==> src/rtl/reg_bus_arbiter_pkg.sv <==
// reg_bus_arbiter_pkg
//   Shared definitions for the two-master register-bus arbiter.
//   - Arbiter FSM state encoding.
//   - Default bus widths.
//   - Master index constants.
//   - Small helper functions used by the arbiter.
package reg_bus_arbiter_pkg;

    localparam int DATA_W     = 8;
    localparam int DEF_ADDR_W = 6;
    localparam int DEF_BCNT_W = 16;
    localparam int CNT_W      = 16;   // hold counter width, covers TIMEOUT up to 2^16-1

    localparam logic M0 = 1'b0;       // USB host interface path
    localparam logic M1 = 1'b1;       // on-FPGA sequencer

    typedef enum logic [1:0] {
        ST_IDLE = 2'd0,
        ST_OWN0 = 2'd1,
        ST_OWN1 = 2'd2,
        ST_TURN = 2'd3
    } state_e;

    // Saturating increment: the hold counter must never wrap back to zero.
    function automatic logic [CNT_W-1:0] sat_inc(input logic [CNT_W-1:0] v);
        return (&v) ? v : v + 1'b1;
    endfunction

    function automatic state_e own_state(input logic idx);
        return idx ? ST_OWN1 : ST_OWN0;
    endfunction

endpackage

==> src/rtl/reg_bus_arbiter_if.sv <==
// reg_bus_arbiter_if
//   Bundles both master request ports and the shared slave-side register bus.
//   Modports:
//     slave  : view of the arbiter (serves the masters, drives the reg_* bus)
//     master : view of the masters and slave blocks around the arbiter
//   Per master N (0,1): mN_req/addr/bytecnt/wdata/read/write towards the
//   arbiter, mN_gnt/rdata/rvalid back. Bus: reg_address/bytecnt/datao/read/
//   write/addrvalid out of the arbiter, reg_datai (OR-ed slave data) in.
interface reg_bus_arbiter_if #(
    parameter int ADDR_W = reg_bus_arbiter_pkg::DEF_ADDR_W,
    parameter int BCNT_W = reg_bus_arbiter_pkg::DEF_BCNT_W
) ();
    import reg_bus_arbiter_pkg::*;

    logic              m0_req;
    logic              m0_gnt;
    logic [ADDR_W-1:0] m0_addr;
    logic [BCNT_W-1:0] m0_bytecnt;
    logic [DATA_W-1:0] m0_wdata;
    logic              m0_read;
    logic              m0_write;
    logic [DATA_W-1:0] m0_rdata;
    logic              m0_rvalid;

    logic              m1_req;
    logic              m1_gnt;
    logic [ADDR_W-1:0] m1_addr;
    logic [BCNT_W-1:0] m1_bytecnt;
    logic [DATA_W-1:0] m1_wdata;
    logic              m1_read;
    logic              m1_write;
    logic [DATA_W-1:0] m1_rdata;
    logic              m1_rvalid;

    logic [ADDR_W-1:0] reg_address;
    logic [BCNT_W-1:0] reg_bytecnt;
    logic [DATA_W-1:0] reg_datao;
    logic [DATA_W-1:0] reg_datai;
    logic              reg_read;
    logic              reg_write;
    logic              reg_addrvalid;

    modport slave (
        input  m0_req, m0_addr, m0_bytecnt, m0_wdata, m0_read, m0_write,
        output m0_gnt, m0_rdata, m0_rvalid,
        input  m1_req, m1_addr, m1_bytecnt, m1_wdata, m1_read, m1_write,
        output m1_gnt, m1_rdata, m1_rvalid,
        output reg_address, reg_bytecnt, reg_datao, reg_read, reg_write, reg_addrvalid,
        input  reg_datai
    );

    modport master (
        output m0_req, m0_addr, m0_bytecnt, m0_wdata, m0_read, m0_write,
        input  m0_gnt, m0_rdata, m0_rvalid,
        output m1_req, m1_addr, m1_bytecnt, m1_wdata, m1_read, m1_write,
        input  m1_gnt, m1_rdata, m1_rvalid,
        input  reg_address, reg_bytecnt, reg_datao, reg_read, reg_write, reg_addrvalid,
        output reg_datai
    );

endinterface

==> src/rtl/reg_bus_arbiter_rr_pick.sv <==
// reg_bus_rr_pick
//   Two-way round-robin selector.
//   Ports:
//     req_i  : request vector, bit N = master N
//     mask_i : lockout vector, a set bit removes that master from the pick
//     last_i : index of the master that owned the bus most recently
//     vld_o  : at least one eligible request
//     idx_o  : chosen master (meaningful only when vld_o is high)
module reg_bus_rr_pick
    import reg_bus_arbiter_pkg::*;
(
    input  logic [1:0] req_i,
    input  logic [1:0] mask_i,
    input  logic       last_i,
    output logic       vld_o,
    output logic       idx_o
);

    logic [1:0] elig;

    assign elig  = req_i & ~mask_i;
    assign vld_o = |elig;

    // On a tie the master that did not own the bus last wins.
    always_comb begin
        case (elig)
            2'b01:   idx_o = M0;
            2'b10:   idx_o = M1;
            default: idx_o = ~last_i;
        endcase
    end

endmodule

==> src/rtl/reg_bus_arbiter.sv <==
// reg_bus_arbiter
//   Grants the shared 8-bit register bus to one of two masters per burst with
//   round-robin fairness, registers the owner's drive onto the bus, routes the
//   read data back to the master that issued the read, and forcibly releases
//   the bus from an owner that holds it without strobing for TIMEOUT cycles.
//   Ports:
//     clk       : register-bus clock
//     reset_n   : asynchronous active-low reset
//     bus       : master request ports + shared reg_* bus (slave modport)
//     owner_o   : current / most recent owner index
//     timeout_o : one-cycle pulse when an owner is forced off the bus
module reg_bus_arbiter
    import reg_bus_arbiter_pkg::*;
#(
    parameter int ADDR_W  = DEF_ADDR_W,
    parameter int BCNT_W  = DEF_BCNT_W,
    parameter int TIMEOUT = 255
) (
    input  logic             clk,
    input  logic             reset_n,
    reg_bus_arbiter_if.slave bus,
    output logic             owner_o,
    output logic             timeout_o
);

    // Timeout fires when the counter already holds TIMEOUT-1 and this cycle
    // is idle again, i.e. after exactly TIMEOUT strobe-free cycles of ownership.
    localparam logic [CNT_W-1:0] TO_LAST = CNT_W'(TIMEOUT - 1);

    logic [1:0]        req, rd, wr;
    logic [ADDR_W-1:0] m_addr  [2];
    logic [BCNT_W-1:0] m_bcnt  [2];
    logic [DATA_W-1:0] m_wdata [2];

    assign req        = {bus.m1_req,   bus.m0_req};
    assign rd         = {bus.m1_read,  bus.m0_read};
    assign wr         = {bus.m1_write, bus.m0_write};
    assign m_addr[0]  = bus.m0_addr;
    assign m_addr[1]  = bus.m1_addr;
    assign m_bcnt[0]  = bus.m0_bytecnt;
    assign m_bcnt[1]  = bus.m1_bytecnt;
    assign m_wdata[0] = bus.m0_wdata;
    assign m_wdata[1] = bus.m1_wdata;

    state_e            state_q, state_d;
    logic              owner_q, owner_d;
    logic              last_q, last_d;
    logic [1:0]        lock_q, lock_d;
    logic [CNT_W-1:0]  cnt_q, cnt_d;
    logic              tmo_q, tmo_d;
    logic [1:0]        gnt_q;
    logic [ADDR_W-1:0] addr_q, addr_d;
    logic [BCNT_W-1:0] bcnt_q, bcnt_d;
    logic [DATA_W-1:0] datao_q, datao_d;
    logic              rd_q, rd_d;
    logic              wr_q, wr_d;
    logic              av_q, av_d;
    logic              tag_q, tag_d;
    logic [DATA_W-1:0] rdata_q [2];
    logic [1:0]        rvalid_q;

    logic pick_vld, pick_idx;
    logic cur, fwd, arb;

    reg_bus_rr_pick u_pick (
        .req_i  (req),
        .mask_i (lock_q),
        .last_i (last_q),
        .vld_o  (pick_vld),
        .idx_o  (pick_idx)
    );

    always_comb begin
        state_d = state_q;
        owner_d = owner_q;
        last_d  = last_q;
        lock_d  = lock_q & req;   // a lockout ends once that request is seen low
        cnt_d   = cnt_q;
        tmo_d   = 1'b0;
        addr_d  = addr_q;
        bcnt_d  = bcnt_q;
        datao_d = datao_q;
        rd_d    = 1'b0;
        wr_d    = 1'b0;
        av_d    = 1'b0;
        tag_d   = tag_q;
        cur     = owner_q;
        fwd     = 1'b0;
        arb     = 1'b0;

        case (state_q)
            ST_IDLE, ST_TURN: arb = 1'b1;
            ST_OWN0, ST_OWN1: begin
                cur = (state_q == ST_OWN1);
                if (!req[cur]) begin
                    state_d = ST_TURN;
                end else if (!(rd[cur] | wr[cur]) && cnt_q >= TO_LAST) begin
                    state_d     = ST_TURN;
                    tmo_d       = 1'b1;
                    lock_d[cur] = 1'b1;
                end else begin
                    fwd   = 1'b1;
                    cnt_d = (rd[cur] | wr[cur]) ? '0 : sat_inc(cnt_q);
                end
            end
            default: state_d = ST_IDLE;
        endcase

        if (arb && pick_vld) begin
            state_d = own_state(pick_idx);
            owner_d = pick_idx;
            last_d  = pick_idx;
            cnt_d   = '0;
            cur     = pick_idx;
        end

        // The owner's address/data follow it every owned cycle; strobes only
        // once it actually holds the grant. Write wins over a simultaneous read.
        if (fwd || (arb && pick_vld)) begin
            addr_d  = m_addr[cur];
            bcnt_d  = m_bcnt[cur];
            datao_d = m_wdata[cur];
            av_d    = 1'b1;
        end
        if (fwd) begin
            wr_d = wr[cur];
            rd_d = rd[cur] & ~wr[cur];
            if (rd_d) tag_d = cur;
        end
    end

    always_ff @(posedge clk or negedge reset_n) begin
        if (!reset_n) begin
            state_q    <= ST_IDLE;
            owner_q    <= M0;
            last_q     <= M1;
            lock_q     <= '0;
            cnt_q      <= '0;
            tmo_q      <= 1'b0;
            gnt_q      <= '0;
            addr_q     <= '0;
            bcnt_q     <= '0;
            datao_q    <= '0;
            rd_q       <= 1'b0;
            wr_q       <= 1'b0;
            av_q       <= 1'b0;
            tag_q      <= M0;
            rdata_q[0] <= '0;
            rdata_q[1] <= '0;
            rvalid_q   <= '0;
        end else begin
            state_q  <= state_d;
            owner_q  <= owner_d;
            last_q   <= last_d;
            lock_q   <= lock_d;
            cnt_q    <= cnt_d;
            tmo_q    <= tmo_d;
            gnt_q    <= {state_d == ST_OWN1, state_d == ST_OWN0};
            addr_q   <= addr_d;
            bcnt_q   <= bcnt_d;
            datao_q  <= datao_d;
            rd_q     <= rd_d;
            wr_q     <= wr_d;
            av_q     <= av_d;
            tag_q    <= tag_d;
            rvalid_q <= '0;
            // Slave data is sampled the cycle after reg_read was on the bus and
            // returned to the master tagged at strobe time, even if it has
            // since released the bus.
            if (rd_q) begin
                rdata_q[tag_q]  <= bus.reg_datai;
                rvalid_q[tag_q] <= 1'b1;
            end
        end
    end

    assign bus.m0_gnt        = gnt_q[0];
    assign bus.m1_gnt        = gnt_q[1];
    assign bus.m0_rdata      = rdata_q[0];
    assign bus.m1_rdata      = rdata_q[1];
    assign bus.m0_rvalid     = rvalid_q[0];
    assign bus.m1_rvalid     = rvalid_q[1];
    assign bus.reg_address   = addr_q;
    assign bus.reg_bytecnt   = bcnt_q;
    assign bus.reg_datao     = datao_q;
    assign bus.reg_read      = rd_q;
    assign bus.reg_write     = wr_q;
    assign bus.reg_addrvalid = av_q;
    assign owner_o           = owner_q;
    assign timeout_o         = tmo_q;

endmodule

==> src/flat_wrapper.sv <==
// flat-port wrapper written by rule: the top's interface ports become plain ports
module reg_bus_arbiter_flat import reg_bus_arbiter_pkg::*;
#(
    parameter int ADDR_W  = DEF_ADDR_W,
    parameter int BCNT_W  = DEF_BCNT_W,
    parameter int TIMEOUT = 255
)
  (clk, reset_n, owner_o, timeout_o, bus_m0_req, bus_m0_addr, bus_m0_bytecnt, bus_m0_wdata, bus_m0_read, bus_m0_write, bus_m0_gnt, bus_m0_rdata, bus_m0_rvalid, bus_m1_req, bus_m1_addr, bus_m1_bytecnt, bus_m1_wdata, bus_m1_read, bus_m1_write, bus_m1_gnt, bus_m1_rdata, bus_m1_rvalid, bus_reg_address, bus_reg_bytecnt, bus_reg_datao, bus_reg_read, bus_reg_write, bus_reg_addrvalid, bus_reg_datai);
  reg_bus_arbiter_if #(.ADDR_W(ADDR_W), .BCNT_W(BCNT_W)) bus_i ();
  input  logic clk;
  input  logic reset_n;
  output logic owner_o;
  output logic timeout_o;
  input wire logic [$bits(bus_i.m0_req)-1:0] bus_m0_req;
  input wire logic [$bits(bus_i.m0_addr)-1:0] bus_m0_addr;
  input wire logic [$bits(bus_i.m0_bytecnt)-1:0] bus_m0_bytecnt;
  input wire logic [$bits(bus_i.m0_wdata)-1:0] bus_m0_wdata;
  input wire logic [$bits(bus_i.m0_read)-1:0] bus_m0_read;
  input wire logic [$bits(bus_i.m0_write)-1:0] bus_m0_write;
  output wire logic [$bits(bus_i.m0_gnt)-1:0] bus_m0_gnt;
  output wire logic [$bits(bus_i.m0_rdata)-1:0] bus_m0_rdata;
  output wire logic [$bits(bus_i.m0_rvalid)-1:0] bus_m0_rvalid;
  input wire logic [$bits(bus_i.m1_req)-1:0] bus_m1_req;
  input wire logic [$bits(bus_i.m1_addr)-1:0] bus_m1_addr;
  input wire logic [$bits(bus_i.m1_bytecnt)-1:0] bus_m1_bytecnt;
  input wire logic [$bits(bus_i.m1_wdata)-1:0] bus_m1_wdata;
  input wire logic [$bits(bus_i.m1_read)-1:0] bus_m1_read;
  input wire logic [$bits(bus_i.m1_write)-1:0] bus_m1_write;
  output wire logic [$bits(bus_i.m1_gnt)-1:0] bus_m1_gnt;
  output wire logic [$bits(bus_i.m1_rdata)-1:0] bus_m1_rdata;
  output wire logic [$bits(bus_i.m1_rvalid)-1:0] bus_m1_rvalid;
  output wire logic [$bits(bus_i.reg_address)-1:0] bus_reg_address;
  output wire logic [$bits(bus_i.reg_bytecnt)-1:0] bus_reg_bytecnt;
  output wire logic [$bits(bus_i.reg_datao)-1:0] bus_reg_datao;
  output wire logic [$bits(bus_i.reg_read)-1:0] bus_reg_read;
  output wire logic [$bits(bus_i.reg_write)-1:0] bus_reg_write;
  output wire logic [$bits(bus_i.reg_addrvalid)-1:0] bus_reg_addrvalid;
  input wire logic [$bits(bus_i.reg_datai)-1:0] bus_reg_datai;
  assign bus_i.m0_req = bus_m0_req;
  assign bus_i.m0_addr = bus_m0_addr;
  assign bus_i.m0_bytecnt = bus_m0_bytecnt;
  assign bus_i.m0_wdata = bus_m0_wdata;
  assign bus_i.m0_read = bus_m0_read;
  assign bus_i.m0_write = bus_m0_write;
  assign bus_m0_gnt = bus_i.m0_gnt;
  assign bus_m0_rdata = bus_i.m0_rdata;
  assign bus_m0_rvalid = bus_i.m0_rvalid;
  assign bus_i.m1_req = bus_m1_req;
  assign bus_i.m1_addr = bus_m1_addr;
  assign bus_i.m1_bytecnt = bus_m1_bytecnt;
  assign bus_i.m1_wdata = bus_m1_wdata;
  assign bus_i.m1_read = bus_m1_read;
  assign bus_i.m1_write = bus_m1_write;
  assign bus_m1_gnt = bus_i.m1_gnt;
  assign bus_m1_rdata = bus_i.m1_rdata;
  assign bus_m1_rvalid = bus_i.m1_rvalid;
  assign bus_reg_address = bus_i.reg_address;
  assign bus_reg_bytecnt = bus_i.reg_bytecnt;
  assign bus_reg_datao = bus_i.reg_datao;
  assign bus_reg_read = bus_i.reg_read;
  assign bus_reg_write = bus_i.reg_write;
  assign bus_reg_addrvalid = bus_i.reg_addrvalid;
  assign bus_i.reg_datai = bus_reg_datai;
  reg_bus_arbiter #(.ADDR_W(ADDR_W), .BCNT_W(BCNT_W), .TIMEOUT(TIMEOUT)) u_core (.clk(clk), .reset_n(reset_n), .bus(bus_i), .owner_o(owner_o), .timeout_o(timeout_o));
endmodule
==> config.mk <==
export PLATFORM = sky130hd
export DESIGN_NAME = reg_bus_arbiter_flat
export DESIGN_NICKNAME = d
export VERILOG_FILES = /design/src/rtl/reg_bus_arbiter_pkg.sv /design/src/rtl/reg_bus_arbiter_if.sv /design/src/rtl/reg_bus_arbiter_rr_pick.sv /design/src/rtl/reg_bus_arbiter.sv /design/src/flat_wrapper.sv
export SDC_FILE = /design/constraint.sdc
export NUM_CORES = 1
export LEC_CHECK = 0
export BUFFER_PORTS_ARGS = -buffer_cell sky130_fd_sc_hd__buf_2
export CAP_MARGIN = 5
export CORE_MARGIN = 3
export CORE_UTILIZATION = 45
export CTS_BUF_LIST = sky130_fd_sc_hd__clkbuf_16
export DETAILED_ROUTE_END_ITERATION = 6
export GPL_TIMING_DRIVEN = 0
export HOLD_SLACK_MARGIN = 0.08
export PLACE_DENSITY = 0.76
export SETUP_SLACK_MARGIN = 0.5
export SLEW_MARGIN = 10
export SYNTH_ARGS = -nofsm -noshare
export SYNTH_HDL_FRONTEND = slang
export SYNTH_HIERARCHICAL = 1
export SYNTH_SLANG_ARGS = --single-unit
==> constraint.sdc <==
create_clock -name clk -period 2.4 [get_ports clk]
set_input_delay 0.24 -clock clk [delete_from_list [all_inputs] [get_ports clk]]
set_output_delay 0.24 -clock clk [all_outputs]
set_load 0.1 [all_outputs]
==> impl_metrics.tcl, run 1 <==
set metrics [dict create \
    yosys_warnings 6 \
    synth_area_leaders "dfrtp_1 52%, mux2i_1 8.8%, a21oi_2 7.0%" \
    n_fill_cell 532 \
    htree_levels 3 \
    ios 131 \
    worstPathRequired_ns 2.66 \
    multi_input_area_mm2 0.00186 \
    slowest_delay_ns 0.59 \
    antenna_found_initial 1 \
    clkSlewWorstSetupHoldPaths_ns 0.06 \
    seq_area_frac_synth_pct 53.1 \
    cts_sinks 77 \
    grt_setup_unrepaired "yes" \
    outcome "complete, no violations" \
    row_count 32 \
    insertion_delay_ns 0.33 \
    crit_fanout 10 \
    min_period_ns 2.09 \
    area_growth_pct 49.1 \
    synth_flop_cell "dfrtp_1" \
    synth_fp_nets 398 \
    antenna_left 0 \
    clk_path_buf_depth 2 \
    die_h_um 95.8 \
    yosysUniqueCellTypes 45 \
    crit_chain "or4_4, a211o_4, a31oi_4, buf_6, buf_8, nor2_1, a21oi_2" \
    worstMarginPinSlew_ns 0.529 \
    seq_area_mm2 0.00193 \
    start_util_pct 46.7 \
    crit_type "reg2reg" \
    vias 3164 \
    placedCellCount 550 \
    overflow 0 \
    die-area_mm2 0.00918 \
    port_buffers 130 \
    cts_tree "built" \
    crit_path_end_kind "register" \
    maxSlewHeadroom_pct 64.7 \
    grt_max_degree 50 \
    grt.total_usage_pct 20.2 \
    start_kind "register" \
    drive_gt1_share_pct 57.2 \
    timing.fmax_mhz 478 \
    place_congestion 0.853 \
    syn_inst 317 \
    yosys_register_bits 77 \
    layout_common_cells "129 x buf_2, 74 x dfrtp_1, 34 x nor2_1" \
    final_nets 570 \
    tns_ns 0 \
    yosysTopAreaCellShare_pct 52.4 \
    finalMaxSlewViolations 0 \
    drt-total-wl_um 10200 \
    hold_class "in2reg" \
    synth.avg_cell_area_um2 11.4 \
    clock_skew_ns 0.00673 \
    dr.first_iter.drc_count 113 \
    grt_pass1_vias 2871 \
    synth_area_mm2 0.00363 \
    arrival_ns 2.35 \
    fp.dieW_um 95.8 \
    post_drt_wl_per_cell_um 17.1 \
    viasPerCell 5.31 \
    async_reset_ff_share_pct 100 \
    synth_largest_area_cell "dfrtp_1" \
    root_buffer "clkbuf_16" \
    crit_slowest_cell "or4_4" \
    synth_edf_count 0 \
    numCtsBuffers 9 \
    hold_viol_final 0 \
    setup_violations 0 \
    core_mm2 0.00777 \
    finalCritPeriodShare_pct 87.1 \
    drc_errors 0 \
    final_common_cell "buf_2" \
    fin_cells 596 \
    cap_violations 0 \
    dp_hpwl_um 6390 \
    grt_first_pass_wirelength_um 14200 \
    drtPass1Iterations 4 \
]
==> sequential cells by signal, summed over array words and instances (netlist names), 2 cells and up <==
signal,count
u_core/gnt_q,2
u_core/bus.m1_rdata,8
u_core/bus.reg_address,6
u_core/bus.m0_rdata,8
u_core/bus.reg_datao,8
u_core/lock_q,2
u_core/rvalid_q,2
u_core/state_q,2
u_core/bus.reg_bytecnt,16
u_core/cnt_q,16
==> cell type report <==
class | instances | area share [%]
Antenna cell | 1 | 0.0463
Buffer | 14 | 3.28
Clock buffer | 9 | 4.16
Clock inverter | 6 | 1.94
Inverter | 11 | 0.763
Multi-Input combinational cell | 216 | 34.3
Sequential cell | 77 | 35.7
Tap cell | 102 | 2.36
Timing Repair Buffer | 160 | 17.4
==> per-stage QoR <==
| step | utilization (%) | hold WS [ns] | area, um2 | worst slack, ns |
|---|---|---|---|---|
| after floorplan | - | -0.0556 | 3690 | 0.459 |
| after global placement | 57.6 | 0.451 | 4470 | 0.219 |
| after detailed placement | 58.0 | 0.191 | 4500 | 0.167 |
| after CTS | 66.2 | 0.147 | 5140 | 0.311 |
| after global routing | 69.7 | 0.152 | 5410 | 0.281 |
| final | 69.7 | 0.150 | 5410 | 0.309 |
==> synthesized netlist by cell type (all sizes together) (2+ instances only) <==
| cell type | instances |
|---|---|
| a21oi | 38 |
| a31oi | 6 |
| and3 | 5 |
| buf | 7 |
| clkbuf | 7 |
| dfrtp | 76 |
| ha | 5 |
| inv | 11 |
| mux2 | 17 |
| mux2i | 32 |
| nand2 | 20 |
| nand2b | 7 |
| nand3 | 4 |
| nor2 | 43 |
| nor2b | 3 |
| nor3 | 2 |
| nor4 | 2 |
| o211ai | 2 |
| o21ai | 6 |
| o32ai | 2 |
| o41ai | 2 |
| or4 | 4 |
| xnor2 | 2 |
==> kinds of logic after synthesis <==
logic type,synth area share (%)
buffers and inverters,3.86
AO/OA/AOI/OAI,14.2
flip-flops,53.1
adder cells (fa/ha/maj),1.72
multiplexers,14.1
AND/OR/NAND/NOR,12.5
XOR/XNOR,0.483
==> timing repair <==
action | in CTS | in global routing
hold buffers | 1 | 0
setup buffers | 14 | 10
gates cloned | 4 | 1
hold endpoints to repair | 27 | 0
pin swaps | 11 | 9
gates resized for setup | 34 | 46
setup endpoints to repair | 53 | 54
==> critical path: cells and delay by family (launching register included) <==
family | cells | cell delay, ns
AO/OA/AOI/OAI | 3 | 0.68
AND/OR/NAND/NOR | 2 | 0.66
flip-flops | 1 | 0.37
buffers and inverters | 2 | 0.31
==> path summary, 6_finish.rpt <==
| check | endpoint | start | slack (ns) | cells past startpoint |
|---|---|---|---|---|
| min in group asynchronous | u_core/bus.reg_bytecnt[14] | reset_n | 0.39 | 2 |
| max in group asynchronous | u_core/cnt_q[1] | reset_n | 1.43 | 3 |
| max | u_core/bus.reg_bytecnt[9] | u_core/cnt_q[11] | 0.31 | 7 |
| max reg2reg | u_core/bus.reg_bytecnt[9] | u_core/cnt_q[11] | 0.31 | 7 |
| min reg2reg | u_core/last_q | u_core/last_q | 0.47 | 2 |
| min | u_core/bus.m0_rdata[3] | bus_reg_datai[3] | 0.15 | 2 |
==> per-layer routing <==
layer | GRT usage, % | vias to the layer above | share of wire [%]
met3 | 3.05 | 23 | 5.5
li1 | - | 1467 | -
met2 | 33.4 | 115 | 51
met1 | 26.2 | 1559 | 41
met4 | 9.00 | 0 | 3.1
met5 | 0 | - | 0
Power of run 1 is left out: the tool's default activity adds up to more than one toggle a clock period on the data nets, which glitch-free logic cannot reach.
==> run 2, diff against run 1 <==
--- a/config.mk
+++ b/config.mk
@@ -7,13 +7,15 @@
 export LEC_CHECK = 0
 export BUFFER_PORTS_ARGS = -buffer_cell sky130_fd_sc_hd__buf_2
 export CAP_MARGIN = 5
+export CELL_PAD_IN_SITES_DETAIL_PLACEMENT = 1
+export CELL_PAD_IN_SITES_GLOBAL_PLACEMENT = 2
 export CORE_MARGIN = 3
-export CORE_UTILIZATION = 45
+export CORE_UTILIZATION = 28
 export CTS_BUF_LIST = sky130_fd_sc_hd__clkbuf_16
 export DETAILED_ROUTE_END_ITERATION = 6
 export GPL_TIMING_DRIVEN = 0
 export HOLD_SLACK_MARGIN = 0.08
-export PLACE_DENSITY = 0.76
+export PLACE_DENSITY_LB_ADDON = 0.1
 export SETUP_SLACK_MARGIN = 0.5
 export SLEW_MARGIN = 10
 export SYNTH_ARGS = -nofsm -noshare
==> run 2 against run 1 <==
Effect of this change: sequential share of layout area shrank 2.6 points; critical path depth decreased by 1; global-route usage fell by 5.0 points; die area grew 56%; first-iteration DRC count shrank 8.8%; setup slack better by 0.0080 ns; count of clock-buffer cells in the layout unchanged; routed wire length up 11%; via count fell by 1.5%; maximum frequency increased by 0.38%; cell count is 13% higher; non-clock buffer count rose by 12; critical path type unchanged; largest cell class is now multi-input combinational cells.
==> impl_metrics.tcl, run 2 (synthesis results as in run 1) <==
set metrics [dict create \
    outcome "complete, no violations" \
    min_to "u_core/bus.m1_rdata[5]" \
    drive_gt1_share_pct 61.4 \
    start_kind "register" \
    drtPass1Iterations 4 \
    clk_path_buf_depth 2 \
    root_buffer "clkbuf_16" \
    setup_violations 0 \
    worstPathRequired_ns 2.62 \
    antenna_cells 0 \
    viasPerCell 4.63 \
    use_met2_pct 25.1 \
    hold_class "in2reg" \
    crit_path_end_kind "register" \
    grt_pass1_vias 3281 \
    die-area_mm2 0.0144 \
    ff2ff_setup_slack_ns 0.32 \
    clock_skew_ns 0.00831 \
    worstReg2RegStart "u_core/cnt_q[11]" \
    finalMaxSlewViolations 0 \
    final_nets 581 \
    antenna_left 0 \
    arrival_ns 2.30 \
    tns_ns 0 \
    reg2reg_to "u_core/bus.reg_bytecnt[10]" \
    met1_usage_pct 20.3 \
    n_fill_cell 1358 \
    drc_errors 0 \
    crit_type "reg2reg" \
    crit_fanout 10 \
    overflow 0 \
    insertion_delay_ns 0.33 \
    grt_setup_unrepaired "yes" \
    dr.first_iter.drc_count 103 \
    timing.fmax_mhz 480 \
    vias 3115 \
    antenna_found_initial 0 \
    dp_hpwl_um 7560 \
    port_buffers 130 \
    cts_sinks 77 \
    numCtsBuffers 9 \
    worstMarginPinSlew_ns 0.548 \
    start_util_pct 29.5 \
    htree_levels 3 \
    die_h_um 120 \
    row_count 40 \
    final_common_cell "buf_2" \
    cap_violations 0 \
    clkSlewWorstSetupHoldPaths_ns 0.06 \
    grt_max_degree 54 \
    use_met3_pct 3.35 \
    grt.total_usage_pct 15.2 \
    hold_viol_final 0 \
    finalCritPeriodShare_pct 86.8 \
    min_from "bus_reg_datai[5]" \
    fp.dieW_um 120 \
    hold_depth 2 \
    maxSlewHeadroom_pct 63.5 \
    place_congestion 0.711 \
    core_mm2 0.0123 \
    cts_tree "built" \
    area_growth_pct 60.9 \
    post_drt_wl_per_cell_um 16.9 \
    ios 131 \
    r2r_cells 6 \
    grt_first_pass_wirelength_um 17300 \
    layout_common_cells "129 x buf_2, 74 x dfrtp_1, 38 x nor2_1" \
    drt-total-wl_um 11300 \
    min_period_ns 2.08 \
    busiest_layer "met2" \
]
-- run 2: cell count changes in the layout (fill, tap and decap cells not counted), sizes merged --
cell,change
buf,+5
bufinv,-1
clkbuf,+7
clkinv,+1
diode,-1
inv,+1
o21ai,-1
-- run 2: final cells by class --
cell class | count | area, um2 | area share, %
buffer | 14 | 209 | 3.58
clock buffer | 9 | 225 | 3.86
clock inverter | 7 | 97.6 | 1.67
inverter | 11 | 41.3 | 0.707
multi-input combinational | 215 | 2010 | 34.4
sequential | 77 | 1930 | 33.1
tap | 168 | 210 | 3.60
timing repair buffer | 172 | 1120 | 19.1
-- run 2: timing repair --
item                                    4_1_cts  5_1_grt
pin swaps                                    18       29
cloned                                        3        3
endpoints found under the setup margin       53       57
hold buffers                                  1        0
resized for setup                            44       62
hold endpoints to repair                     24        0
buffers inserted                             22       12
-- run 2: worst max path at each step --
stage                     slack, ns              start                    endpoint
after global placement         0.07  u_core/state_q[0]             u_core/cnt_q[1]
after floorplan                0.46   u_core/cnt_q[14]   u_core/bus.reg_address[0]
after global routing           0.23   u_core/cnt_q[11]             u_core/gnt_q[0]
final                          0.32   u_core/cnt_q[11]  u_core/bus.reg_bytecnt[10]
after CTS                      0.33    u_core/cnt_q[9]  u_core/bus.reg_bytecnt[10]
after detailed placement       0.05  u_core/state_q[0]             u_core/cnt_q[1]
-- run 2: critical path, stage by stage, from the launching register on --
cell and delay, ns:
dfrtp_1 0.39, or4_4 0.60, a211o_4 0.38, a31oi_4 0.17, buf_12 0.17, buf_6 0.18, a21oi_2 0.07
-- run 2: metal layers --
layer | vias up | part of all wire (%)
li1 | 1494 | -
met1 | 1537 | 45
met2 | 78 | 50
met3 | 6 | 4.8
met4 | 0 | 0.76
met5 | - | 0
-- run 2: metrics by stage --
stage | util, % | cells | hold slack [ns] | area [um2] | setup WS [ns]
global placement | 37.0 | 615 | 0.454 | 4560 | 0.0748
detailed placement | 37.2 | 616 | 0.178 | 4590 | 0.0525
floorplan | - | 317 | -0.0556 | 3690 | 0.459
CTS | 43.6 | 658 | 0.140 | 5370 | 0.331
finish | 47.4 | 673 | 0.147 | 5840 | 0.317
global route | 47.4 | 673 | 0.151 | 5840 | 0.235
Power of run 2 is left out for the same reason.
